`src/rtl/axil_cmd_master_if.sv`:
```
// AXI-Lite 32-bit channel bundle between a register-space initiator and the slave fabric.
interface axil_cmd_master_if;
   logic [31:0] awaddr;
   logic [2:0]  awprot;
   logic        awvalid;
   logic        awready;
   logic [31:0] wdata;
   logic [3:0]  wstrb;
   logic        wvalid;
   logic        wready;
   logic [1:0]  bresp;
   logic        bvalid;
   logic        bready;
   logic [31:0] araddr;
   logic [2:0]  arprot;
   logic        arvalid;
   logic        arready;
   logic [31:0] rdata;
   logic [1:0]  rresp;
   logic        rvalid;
   logic        rready;

   modport master (
      output awaddr, awprot, awvalid, wdata, wstrb, wvalid, bready,
      output araddr, arprot, arvalid, rready,
      input  awready, wready, bresp, bvalid, arready, rdata, rresp, rvalid
   );

   modport slave (
      input  awaddr, awprot, awvalid, wdata, wstrb, wvalid, bready,
      input  araddr, arprot, arvalid, rready,
      output awready, wready, bresp, bvalid, arready, rdata, rresp, rvalid
   );
endinterface

```
`src/rtl/axil_cmd_master.sv`:
```
// Single-outstanding AXI-Lite initiator: one valid/ready register command in,
// one response word out, with an optional abort timer per transaction.
module axil_cmd_master #(
   parameter int         TIMEOUT_CYCLES = 1024,
   parameter logic [2:0] AXI_PROT       = 3'b000
) (
   input  logic        axilClk,
   input  logic        axilRst,
   input  logic        cmd_valid,
   output logic        cmd_ready,
   input  logic        cmd_write,
   input  logic [31:0] cmd_addr,
   input  logic [31:0] cmd_wdata,
   input  logic [3:0]  cmd_wstrb,
   output logic        rsp_valid,
   input  logic        rsp_ready,
   output logic [31:0] rsp_rdata,
   output logic [1:0]  rsp_resp,
   output logic        rsp_timeout,
   output logic        busy,
   axil_cmd_master_if.master axil
);

   typedef enum logic [2:0] {IDLE, WR_AW_W, WR_B, RD_AR, RD_R, DONE} state_t;

   typedef struct packed {
      state_t      state;
      logic [31:0] addr;
      logic [31:0] wdata;
      logic [3:0]  wstrb;
      logic        awvalid;
      logic        wvalid;
      logic        bready;
      logic        arvalid;
      logic        rready;
      logic        rsp_valid;
      logic [31:0] rsp_rdata;
      logic [1:0]  rsp_resp;
      logic        rsp_timeout;
      logic [15:0] cnt;
   } regs_t;

   localparam logic [31:0] TMO = TIMEOUT_CYCLES;

   regs_t       r_q, r_n;
   logic [15:0] cnt_inc;
   logic        tmo_hit, abort, aw_done, w_done;

   always_ff @(posedge axilClk) begin
      if (axilRst) r_q <= '0;
      else         r_q <= r_n;
   end

   always_comb begin
      r_n     = r_q;
      abort   = 1'b0;
      aw_done = 1'b0;
      w_done  = 1'b0;
      // Saturating count; a limit above 16 bits can never be reached.
      cnt_inc = (&r_q.cnt) ? r_q.cnt : r_q.cnt + 16'd1;
      tmo_hit = (TMO != 32'd0) && ({16'd0, cnt_inc} >= TMO);

      case (r_q.state)
         IDLE: begin
            if (cmd_valid) begin
               r_n.addr  = cmd_addr;
               r_n.wdata = cmd_wdata;
               r_n.wstrb = cmd_wstrb;
               r_n.cnt   = '0;
               if (cmd_write) begin
                  r_n.awvalid = 1'b1;
                  r_n.wvalid  = 1'b1;
                  r_n.state   = WR_AW_W;
               end else begin
                  r_n.arvalid = 1'b1;
                  r_n.state   = RD_AR;
               end
            end
         end
         WR_AW_W: begin
            r_n.cnt = cnt_inc;
            // A channel whose valid is already low has completed its handshake.
            aw_done = !r_q.awvalid || axil.awready;
            w_done  = !r_q.wvalid  || axil.wready;
            if (axil.awready) r_n.awvalid = 1'b0;
            if (axil.wready)  r_n.wvalid  = 1'b0;
            if (aw_done && w_done) begin
               r_n.bready = 1'b1;
               r_n.state  = WR_B;
            end else begin
               abort = tmo_hit;
            end
         end
         WR_B: begin
            r_n.cnt = cnt_inc;
            if (axil.bvalid && r_q.bready) begin
               r_n.rsp_resp  = axil.bresp;
               r_n.rsp_rdata = '0;
               r_n.bready    = 1'b0;
               r_n.rsp_valid = 1'b1;
               r_n.state     = DONE;
            end else begin
               abort = tmo_hit;
            end
         end
         RD_AR: begin
            r_n.cnt = cnt_inc;
            if (axil.arready) begin
               r_n.arvalid = 1'b0;
               r_n.rready  = 1'b1;
               r_n.state   = RD_R;
            end else begin
               abort = tmo_hit;
            end
         end
         RD_R: begin
            r_n.cnt = cnt_inc;
            if (axil.rvalid && r_q.rready) begin
               r_n.rsp_rdata = axil.rdata;
               r_n.rsp_resp  = axil.rresp;
               r_n.rready    = 1'b0;
               r_n.rsp_valid = 1'b1;
               r_n.state     = DONE;
            end else begin
               abort = tmo_hit;
            end
         end
         DONE: begin
            if (r_q.rsp_valid && rsp_ready) begin
               r_n.rsp_valid   = 1'b0;
               r_n.rsp_timeout = 1'b0;
               r_n.state       = IDLE;
            end
         end
         default: r_n.state = IDLE;
      endcase

      if (abort) begin
         r_n.awvalid     = 1'b0;
         r_n.wvalid      = 1'b0;
         r_n.bready      = 1'b0;
         r_n.arvalid     = 1'b0;
         r_n.rready      = 1'b0;
         r_n.rsp_resp    = 2'b10;
         r_n.rsp_timeout = 1'b1;
         r_n.rsp_rdata   = '0;
         r_n.rsp_valid   = 1'b1;
         r_n.state       = DONE;
      end
   end

   assign cmd_ready    = (r_q.state == IDLE);
   assign busy         = (r_q.state != IDLE);
   assign rsp_valid    = r_q.rsp_valid;
   assign rsp_rdata    = r_q.rsp_rdata;
   assign rsp_resp     = r_q.rsp_resp;
   assign rsp_timeout  = r_q.rsp_timeout;

   assign axil.awaddr  = r_q.addr;
   assign axil.awprot  = AXI_PROT;
   assign axil.awvalid = r_q.awvalid;
   assign axil.wdata   = r_q.wdata;
   assign axil.wstrb   = r_q.wstrb;
   assign axil.wvalid  = r_q.wvalid;
   assign axil.bready  = r_q.bready;
   assign axil.araddr  = r_q.addr;
   assign axil.arprot  = AXI_PROT;
   assign axil.arvalid = r_q.arvalid;
   assign axil.rready  = r_q.rready;

endmodule

```
`src/flat_wrapper.sv`:
```
// flat-port wrapper written by rule: the top's interface ports become plain ports
module axil_cmd_master_flat 
#(
   parameter int         TIMEOUT_CYCLES = 1024,
   parameter logic [2:0] AXI_PROT       = 3'b000
)
  (axilClk, axilRst, cmd_valid, cmd_ready, cmd_write, cmd_addr, cmd_wdata, cmd_wstrb, rsp_valid, rsp_ready, rsp_rdata, rsp_resp, rsp_timeout, busy, axil_awaddr, axil_awprot, axil_awvalid, axil_wdata, axil_wstrb, axil_wvalid, axil_bready, axil_araddr, axil_arprot, axil_arvalid, axil_rready, axil_awready, axil_wready, axil_bresp, axil_bvalid, axil_arready, axil_rdata, axil_rresp, axil_rvalid);
  axil_cmd_master_if axil_i ();
  input  logic axilClk;
  input  logic axilRst;
  input  logic cmd_valid;
  output logic cmd_ready;
  input  logic cmd_write;
  input  logic [31:0] cmd_addr;
  input  logic [31:0] cmd_wdata;
  input  logic [3:0] cmd_wstrb;
  output logic rsp_valid;
  input  logic rsp_ready;
  output logic [31:0] rsp_rdata;
  output logic [1:0] rsp_resp;
  output logic rsp_timeout;
  output logic busy;
  output wire logic [$bits(axil_i.awaddr)-1:0] axil_awaddr;
  output wire logic [$bits(axil_i.awprot)-1:0] axil_awprot;
  output wire logic [$bits(axil_i.awvalid)-1:0] axil_awvalid;
  output wire logic [$bits(axil_i.wdata)-1:0] axil_wdata;
  output wire logic [$bits(axil_i.wstrb)-1:0] axil_wstrb;
  output wire logic [$bits(axil_i.wvalid)-1:0] axil_wvalid;
  output wire logic [$bits(axil_i.bready)-1:0] axil_bready;
  output wire logic [$bits(axil_i.araddr)-1:0] axil_araddr;
  output wire logic [$bits(axil_i.arprot)-1:0] axil_arprot;
  output wire logic [$bits(axil_i.arvalid)-1:0] axil_arvalid;
  output wire logic [$bits(axil_i.rready)-1:0] axil_rready;
  input wire logic [$bits(axil_i.awready)-1:0] axil_awready;
  input wire logic [$bits(axil_i.wready)-1:0] axil_wready;
  input wire logic [$bits(axil_i.bresp)-1:0] axil_bresp;
  input wire logic [$bits(axil_i.bvalid)-1:0] axil_bvalid;
  input wire logic [$bits(axil_i.arready)-1:0] axil_arready;
  input wire logic [$bits(axil_i.rdata)-1:0] axil_rdata;
  input wire logic [$bits(axil_i.rresp)-1:0] axil_rresp;
  input wire logic [$bits(axil_i.rvalid)-1:0] axil_rvalid;
  assign axil_awaddr = axil_i.awaddr;
  assign axil_awprot = axil_i.awprot;
  assign axil_awvalid = axil_i.awvalid;
  assign axil_wdata = axil_i.wdata;
  assign axil_wstrb = axil_i.wstrb;
  assign axil_wvalid = axil_i.wvalid;
  assign axil_bready = axil_i.bready;
  assign axil_araddr = axil_i.araddr;
  assign axil_arprot = axil_i.arprot;
  assign axil_arvalid = axil_i.arvalid;
  assign axil_rready = axil_i.rready;
  assign axil_i.awready = axil_awready;
  assign axil_i.wready = axil_wready;
  assign axil_i.bresp = axil_bresp;
  assign axil_i.bvalid = axil_bvalid;
  assign axil_i.arready = axil_arready;
  assign axil_i.rdata = axil_rdata;
  assign axil_i.rresp = axil_rresp;
  assign axil_i.rvalid = axil_rvalid;
  axil_cmd_master #(.TIMEOUT_CYCLES(TIMEOUT_CYCLES), .AXI_PROT(AXI_PROT)) u_core (.axilClk(axilClk), .axilRst(axilRst), .cmd_valid(cmd_valid), .cmd_ready(cmd_ready), .cmd_write(cmd_write), .cmd_addr(cmd_addr), .cmd_wdata(cmd_wdata), .cmd_wstrb(cmd_wstrb), .rsp_valid(rsp_valid), .rsp_ready(rsp_ready), .rsp_rdata(rsp_rdata), .rsp_resp(rsp_resp), .rsp_timeout(rsp_timeout), .busy(busy), .axil(axil_i));
endmodule
```
`config.mk`:
```
export PLATFORM = sky130hd
export DESIGN_NAME = axil_cmd_master_flat
export DESIGN_NICKNAME = d
export VERILOG_FILES = /design/src/rtl/axil_cmd_master_if.sv /design/src/rtl/axil_cmd_master.sv /design/src/flat_wrapper.sv
export SDC_FILE = /design/constraint.sdc
export NUM_CORES = 1
export LEC_CHECK = 0
export BUFFER_PORTS_ARGS = -buffer_cell sky130_fd_sc_hd__buf_2
export CAP_MARGIN = 20
export CORE_MARGIN = 4
export CORE_UTILIZATION = 43
export DETAILED_ROUTE_END_ITERATION = 6
export PLACE_DENSITY = 0.73
export SLEW_MARGIN = 10
export SYNTH_ARGS = -nofsm -noshare
export SYNTH_HDL_FRONTEND = slang
export SYNTH_SLANG_ARGS = --single-unit
```
`constraint.sdc`:
```
create_clock -name axilClk -period 2 [get_ports axilClk]
set_input_delay 0.1 -clock axilClk [delete_from_list [all_inputs] [get_ports axilClk]]
set_output_delay 0.1 -clock axilClk [all_outputs]
set_load 0.02 [all_outputs]
```
## After elaboration in Yosys (flattened, before gate mapping)

Index checks and enable logic that the tools add are counted.

| storage, ports and cells | value |
|---|---|
| register bits | 128 |
| input bits | 114 |
| output and inout port bits | 149 |

| cells by class | value |
|---|---|
| add/sub/neg operators | 1 |
| $lt $le $gt $ge | 1 |
| eq/ne operators | 21 |
| muxes and demuxes | 36 |
| reduce and logical (&&, ||, !) cells | 36 |

Operators by type and width:

| kind | count |
|---|---|
| two-way mux 73 bit | 1 |
| two-way mux 36 bit | 2 |
| case mux 34 bit (2 select lines) | 1 |
| two-way mux 35 bit | 1 |
| two-way mux 16 bit | 2 |
| case mux 16 bit (2 select lines) | 1 |
| two-way mux 3 bit | 6 |
| case mux 3 bit (6 select lines) | 1 |
| adder 16 x 1 -> 16 bit, second input constant | 1 |
| greater-or-equal comparator 16 x 11 -> 1 bit, second input constant | 1 |
| AND reduction 16 bit | 1 |
| AND reduction 4 bit | 4 |
| nonzero test 2 bit | 8 |
| two-way mux 1 bit | 12 |
| != test 3 x 1 -> 1 bit, second input constant | 4 |
| AND reduction 3 bit | 4 |
| AND reduction 6 bit | 2 |
| != test 2 x 1 -> 1 bit, second input constant | 5 |
| != test 2 bit, second input constant | 5 |
| equality test 3 x 2 -> 1 bit, second input constant | 2 |
| equality test 3 bit, second input constant | 2 |
| two-way mux 2 bit | 3 |
| != test 3 x 2 -> 1 bit, second input constant | 2 |
| case mux 1 bit (2 select lines) | 3 |
| other kinds (13) | 21 |

## Logic depth before layout (Yosys ltp)

| depth | value |
|---|---|
| word-level depth | 7 |
| gate-level depth with buffers | 9 |

## Worst setup path before layout

No wires, ideal clock.

| timing | value |
|---|---|
| path kind | register -> register |
| from | register u_core.r_q[0] (netlist bit) |
| to | register u_core.r_q, in the netlist u_core.rsp_rdata[17] |
| data arrival time | 2.082 ns |
| required time | 1.934 ns |
| path slack | -0.148 ns |
| cell stages (with the launch flop) | 10 |
| cells stage by stage | dfxtp_1 > ha_1 > nand3_1 > nor4_1 > mux2i_1 > nand4b_1 > o32a_1 > buf_6 > buf_6 > a21oi_2 |

| on the way | value |
|---|---|
| cells in the longest elaborated chain, start to end | 6 |

Ends and longest elaborated chain:

| element | line | text |
|---|---|---|
| start: declaration | axil_cmd_master.sv:45 | `regs_t r_q, r_n;` |
| start signal: assignment | axil_cmd_master.sv:51 | `else r_q <= r_n;` |
| adder 16 x 1 -> 16 bit or AND reduction 16 bit (tied branches) | axil_cmd_master.sv:60 | `cnt_inc = (&r_q.cnt) ? r_q.cnt : r_q.cnt + 16'd1;` |
| two-way mux 16 bit * | axil_cmd_master.sv:60 |  |
| greater-or-equal comparator 16 x 11 -> 1 bit * | axil_cmd_master.sv:61 | `tmo_hit = (TMO != 32'd0) && ({16'd0, cnt_inc} >= TMO);` |
| two-way mux 1 bit, on equally long branches | n/a |  |
| case mux 1 bit (4 select lines) * | axil_cmd_master.sv:63 | `case (r_q.state)` |
| OR reduction 2 bit (no line) * | n/a |  |

Every way passes the cells marked *; elsewhere a longest branch is shown, timed or not.
A chain may end at the register's enable or synchronous reset.

## Worst setup path after layout

| timing | value |
|---|---|
| from | register u_core.r_q[6] (netlist bit) |
| to | register u_core.r_q, in the netlist u_core.rsp_rdata[10] |

Same word-level chain as after synthesis.

==> results.sh <==
export IMPL_fp_dieW_um=128
export IMPL_setup_viol=44
export IMPL_dr_total_vias=5841
export IMPL_ant_nets=0
export IMPL_insertion_delay_ns=0.41
export IMPL_worstPathArrival_ns=2.44
export IMPL_n_antenna_cell=0
export IMPL_first_iter_violations=239
export IMPL_final_hold_violation_count=0
export IMPL_slew_viol_final=0
export IMPL_async_flop_share_pct=0
export IMPL_stdcell_area_um2=8610
export IMPL_multi_input_area_um2=2490
export IMPL_ios=263
export IMPL_relSlewSlack_pct=51.0
export IMPL_synth_seq_area_share_pct=41.6
export IMPL_syn_avg_cell_area_um2=7.91
export IMPL_wirelength_met1_um=6780
export IMPL_die_area_um2=16300
export IMPL_max_freq_mhz=476
export IMPL_clockBufferDepth=2
export IMPL_start_kind="flop"
export IMPL_area_growth_pct=39.7
export IMPL_drive_gt1_share_pct=36.4
export IMPL_crit_path_end_kind="flop"
export IMPL_gp_congestion=0.861
export IMPL_synth_seq_cells=128
export IMPL_hp_class="input pin to flop"
export IMPL_cap_violations=0
export IMPL_power_total_mw=10.5
export IMPL_finalCriticalPeriod_ns=2.10
export IMPL_fin_util_pct=61.8
export IMPL_io_buffers=256
export IMPL_grt_pass1_vias=5701
export IMPL_routed_via_density=4.84
export IMPL_cts_num_sinks=128
export IMPL_p_leak_nw=3.91
export IMPL_path_clk_slew_ns=0.05
export IMPL_cp_required_ns=2.34
export IMPL_finClkSkew_ns=0.0190
export IMPL_grt_pass1_wl_um=27600
export IMPL_h_tree_depth=4
export IMPL_worst_pin_slew_ns=0.735
export IMPL_cts_made_buffers=17
export IMPL_fillers=1122
export IMPL_fin_ws_ns=-0.102
export IMPL_highest_layer="met4"
export IMPL_crit_type="flop to flop"
export IMPL_powerDensity_nw_per_um2=1220
export IMPL_pre_cts_slack_ns=-0.0829
export IMPL_finalNetCount=1133
export IMPL_vdd_drop_max_mv=0.696
export IMPL_hpwl_um=10600
export IMPL_wirelength_um=17700
export IMPL_ys_flop_type="dfxtp_1"
export IMPL_yosysUniqueCellTypes=47
export IMPL_initial_core_util_pct=44.2
export IMPL_placed_area_um2=6820
export IMPL_cts_tree="yes"
export IMPL_grt_overflow=0
export IMPL_synth_edff_count=0
export IMPL_row_count=43
export IMPL_cts_root_buf="clkbuf_16"
export IMPL_coreArea_um2=13900
export IMPL_grt_util_all_layers_pct=20.7
export IMPL_syn_inst=779
export IMPL_grt_max_degree=71
export IMPL_failed_checks="negative setup slack"
export IMPL_crit_fanout=19
export IMPL_yosys_warnings=0
export IMPL_synth_area_um2=6160
export IMPL_die_y_um=128
export IMPL_seq_area_um2=2580
export IMPL_routed_wl_met3_um=1400
export IMPL_antenna_found_initial=0
export IMPL_drt_first_pass_iters=4
export IMPL_setup_tns_ns=-2.76
export IMPL_rsz0062_at_grt="yes"
export IMPL_drc=0
export IMPL_outcome="complete, but fails checks"
export IMPL_wire_per_inst_um=14.7
export IMPL_wl_met2_um=9170
export IMPL_fin_crit_sh_pct=105
## kinds of logic after synthesis
kind of cell	after synthesis	synth area share, %
simple gates	292	21.1
buf+inv	195	20.8
compound gates	139	12.7
flops	128	41.6
xor+xnor	14	1.99
mux	9	1.48
fa+ha+maj	1	0.203
other cells	1	0.0609
## stage by stage
step | instances | hold WS, ns
floorplan | 784 | 0.236
detailed placement | 1070 | 0.345
global placement | 1070 | 0.340
CTS | 1203 | 0.0340
finish | 1207 | 0.0304
global route | 1207 | 0.0390
## worst max-delay path, stage by stage, from the launching register on
cell and delay (ns):
dfxtp_4 0.37, nand4_4 0.18, nor4_4 0.33, mux2i_2 0.28, nand4b_1 0.15, o32a_4 0.38, clkbuf_16 0.21, a21oi_1 0.12
## layer usage
layer	track usage, %	vias up
met5	0	-
met4	7.80	0
met3	6.63	34
met2	36.2	241
met1	23.7	2662
li1	-	2904
## synth_stat cells (3+ instances only)
library cell	instances	share of area, %
buf_4	140	17
nand2_1	184	11
o21ai_0	7	0.57
a21oi_1	106	8.6
buf_2	9	0.73
xnor2_1	13	1.8
nand3_1	40	3.3
nor2_1	25	1.5
nor4_1	6	0.61
nand4_1	4	0.41
dfxtp_1	128	42
a21oi_2	10	1.4
mux2i_1	8	1.3
a211oi_1	3	0.37
a31oi_1	3	0.30
clkbuf_1	33	2.0
nor3_1	12	0.98
inv_1	10	0.61
## path summary, 6_finish.rpt
kind,from,cells past startpoint,slack [ns],endpoint
hold / removal,rsp_ready,4,0.03,u_core.rsp_timeout$_SDFFE_PP0P_
hold reg to reg,u_core.rsp_timeout$_SDFFE_PP0P_,2,0.44,u_core.rsp_timeout$_SDFFE_PP0P_
setup reg to reg,u_core.r_q[6]$_SDFFE_PP0P_,7,-0.10,u_core.rsp_rdata[10]$_SDFFE_PP0P_
setup / recovery,u_core.r_q[6]$_SDFFE_PP0P_,7,-0.10,u_core.rsp_rdata[10]$_SDFFE_PP0P_
## cell type report
class	count	share of cell area (%)
timing repair buffer	400	31.5
sequential	128	30.0
multi-input combinational	461	28.9
clock buffer	21	5.23
tap	180	2.62
clock inverter	7	1.32
inverter	10	0.436
## report_power, final
part	switching, mW	total, mW	internal (mW)
sequential	0.309	3.30	2.99
combinational	2.62	4.18	1.57
clock	1.04	3.00	1.96
total	3.97	10.5	6.51
## sequential cells by signal, summed over array words and instances (netlist names)
| register | flops |
|---|---|
| u_core.axil.wdata | 32 |
| u_core.r_q | 19 |
| u_core.axil.araddr | 32 |
| u_core.axil.rready | 1 |
| u_core.axil.bready | 1 |
| u_core.rsp_resp | 2 |
| u_core.axil.awvalid | 1 |
| u_core.rsp_rdata | 32 |
| u_core.rsp_valid | 1 |
| u_core.axil.arvalid | 1 |
| u_core.rsp_timeout | 1 |
| u_core.axil.wstrb | 4 |
| u_core.axil.wvalid | 1 |
## cells in the final DEF, fill, tap and decap left out, types with 3 or more instances in the layout
cell type / instances
buf_2: 256
nand2_1: 183
dfxtp_1: 120
dlygate4sd3_1: 104
a21oi_1: 94
nand3_1: 38
buf_4: 34
nor2_1: 24
a21oi_2: 22
clkbuf_16: 19
xnor2_1: 13
inv_1: 10
nor3_1: 9
mux2i_1: 7
conb_1: 6
o21ai_0: 5
nor4_1: 5
dfxtp_2: 5
nand4_1: 4
buf_12: 4
nor3_2: 3
nor4_4: 3
a31oi_1: 3
clkinv_2: 3
clkbuf_1: 3
bufinv_16: 3
dfxtp_4: 3
## what timing repair did
action,CTS,global route
pin swaps,1,3
hold buffers,104,0
cloned,0,2
gates resized for setup,4,26
buffers inserted,1,2
endpoints found under the setup margin,33,49
endpoints found under the hold margin,103,0
(Power assumes the default switching activity.)
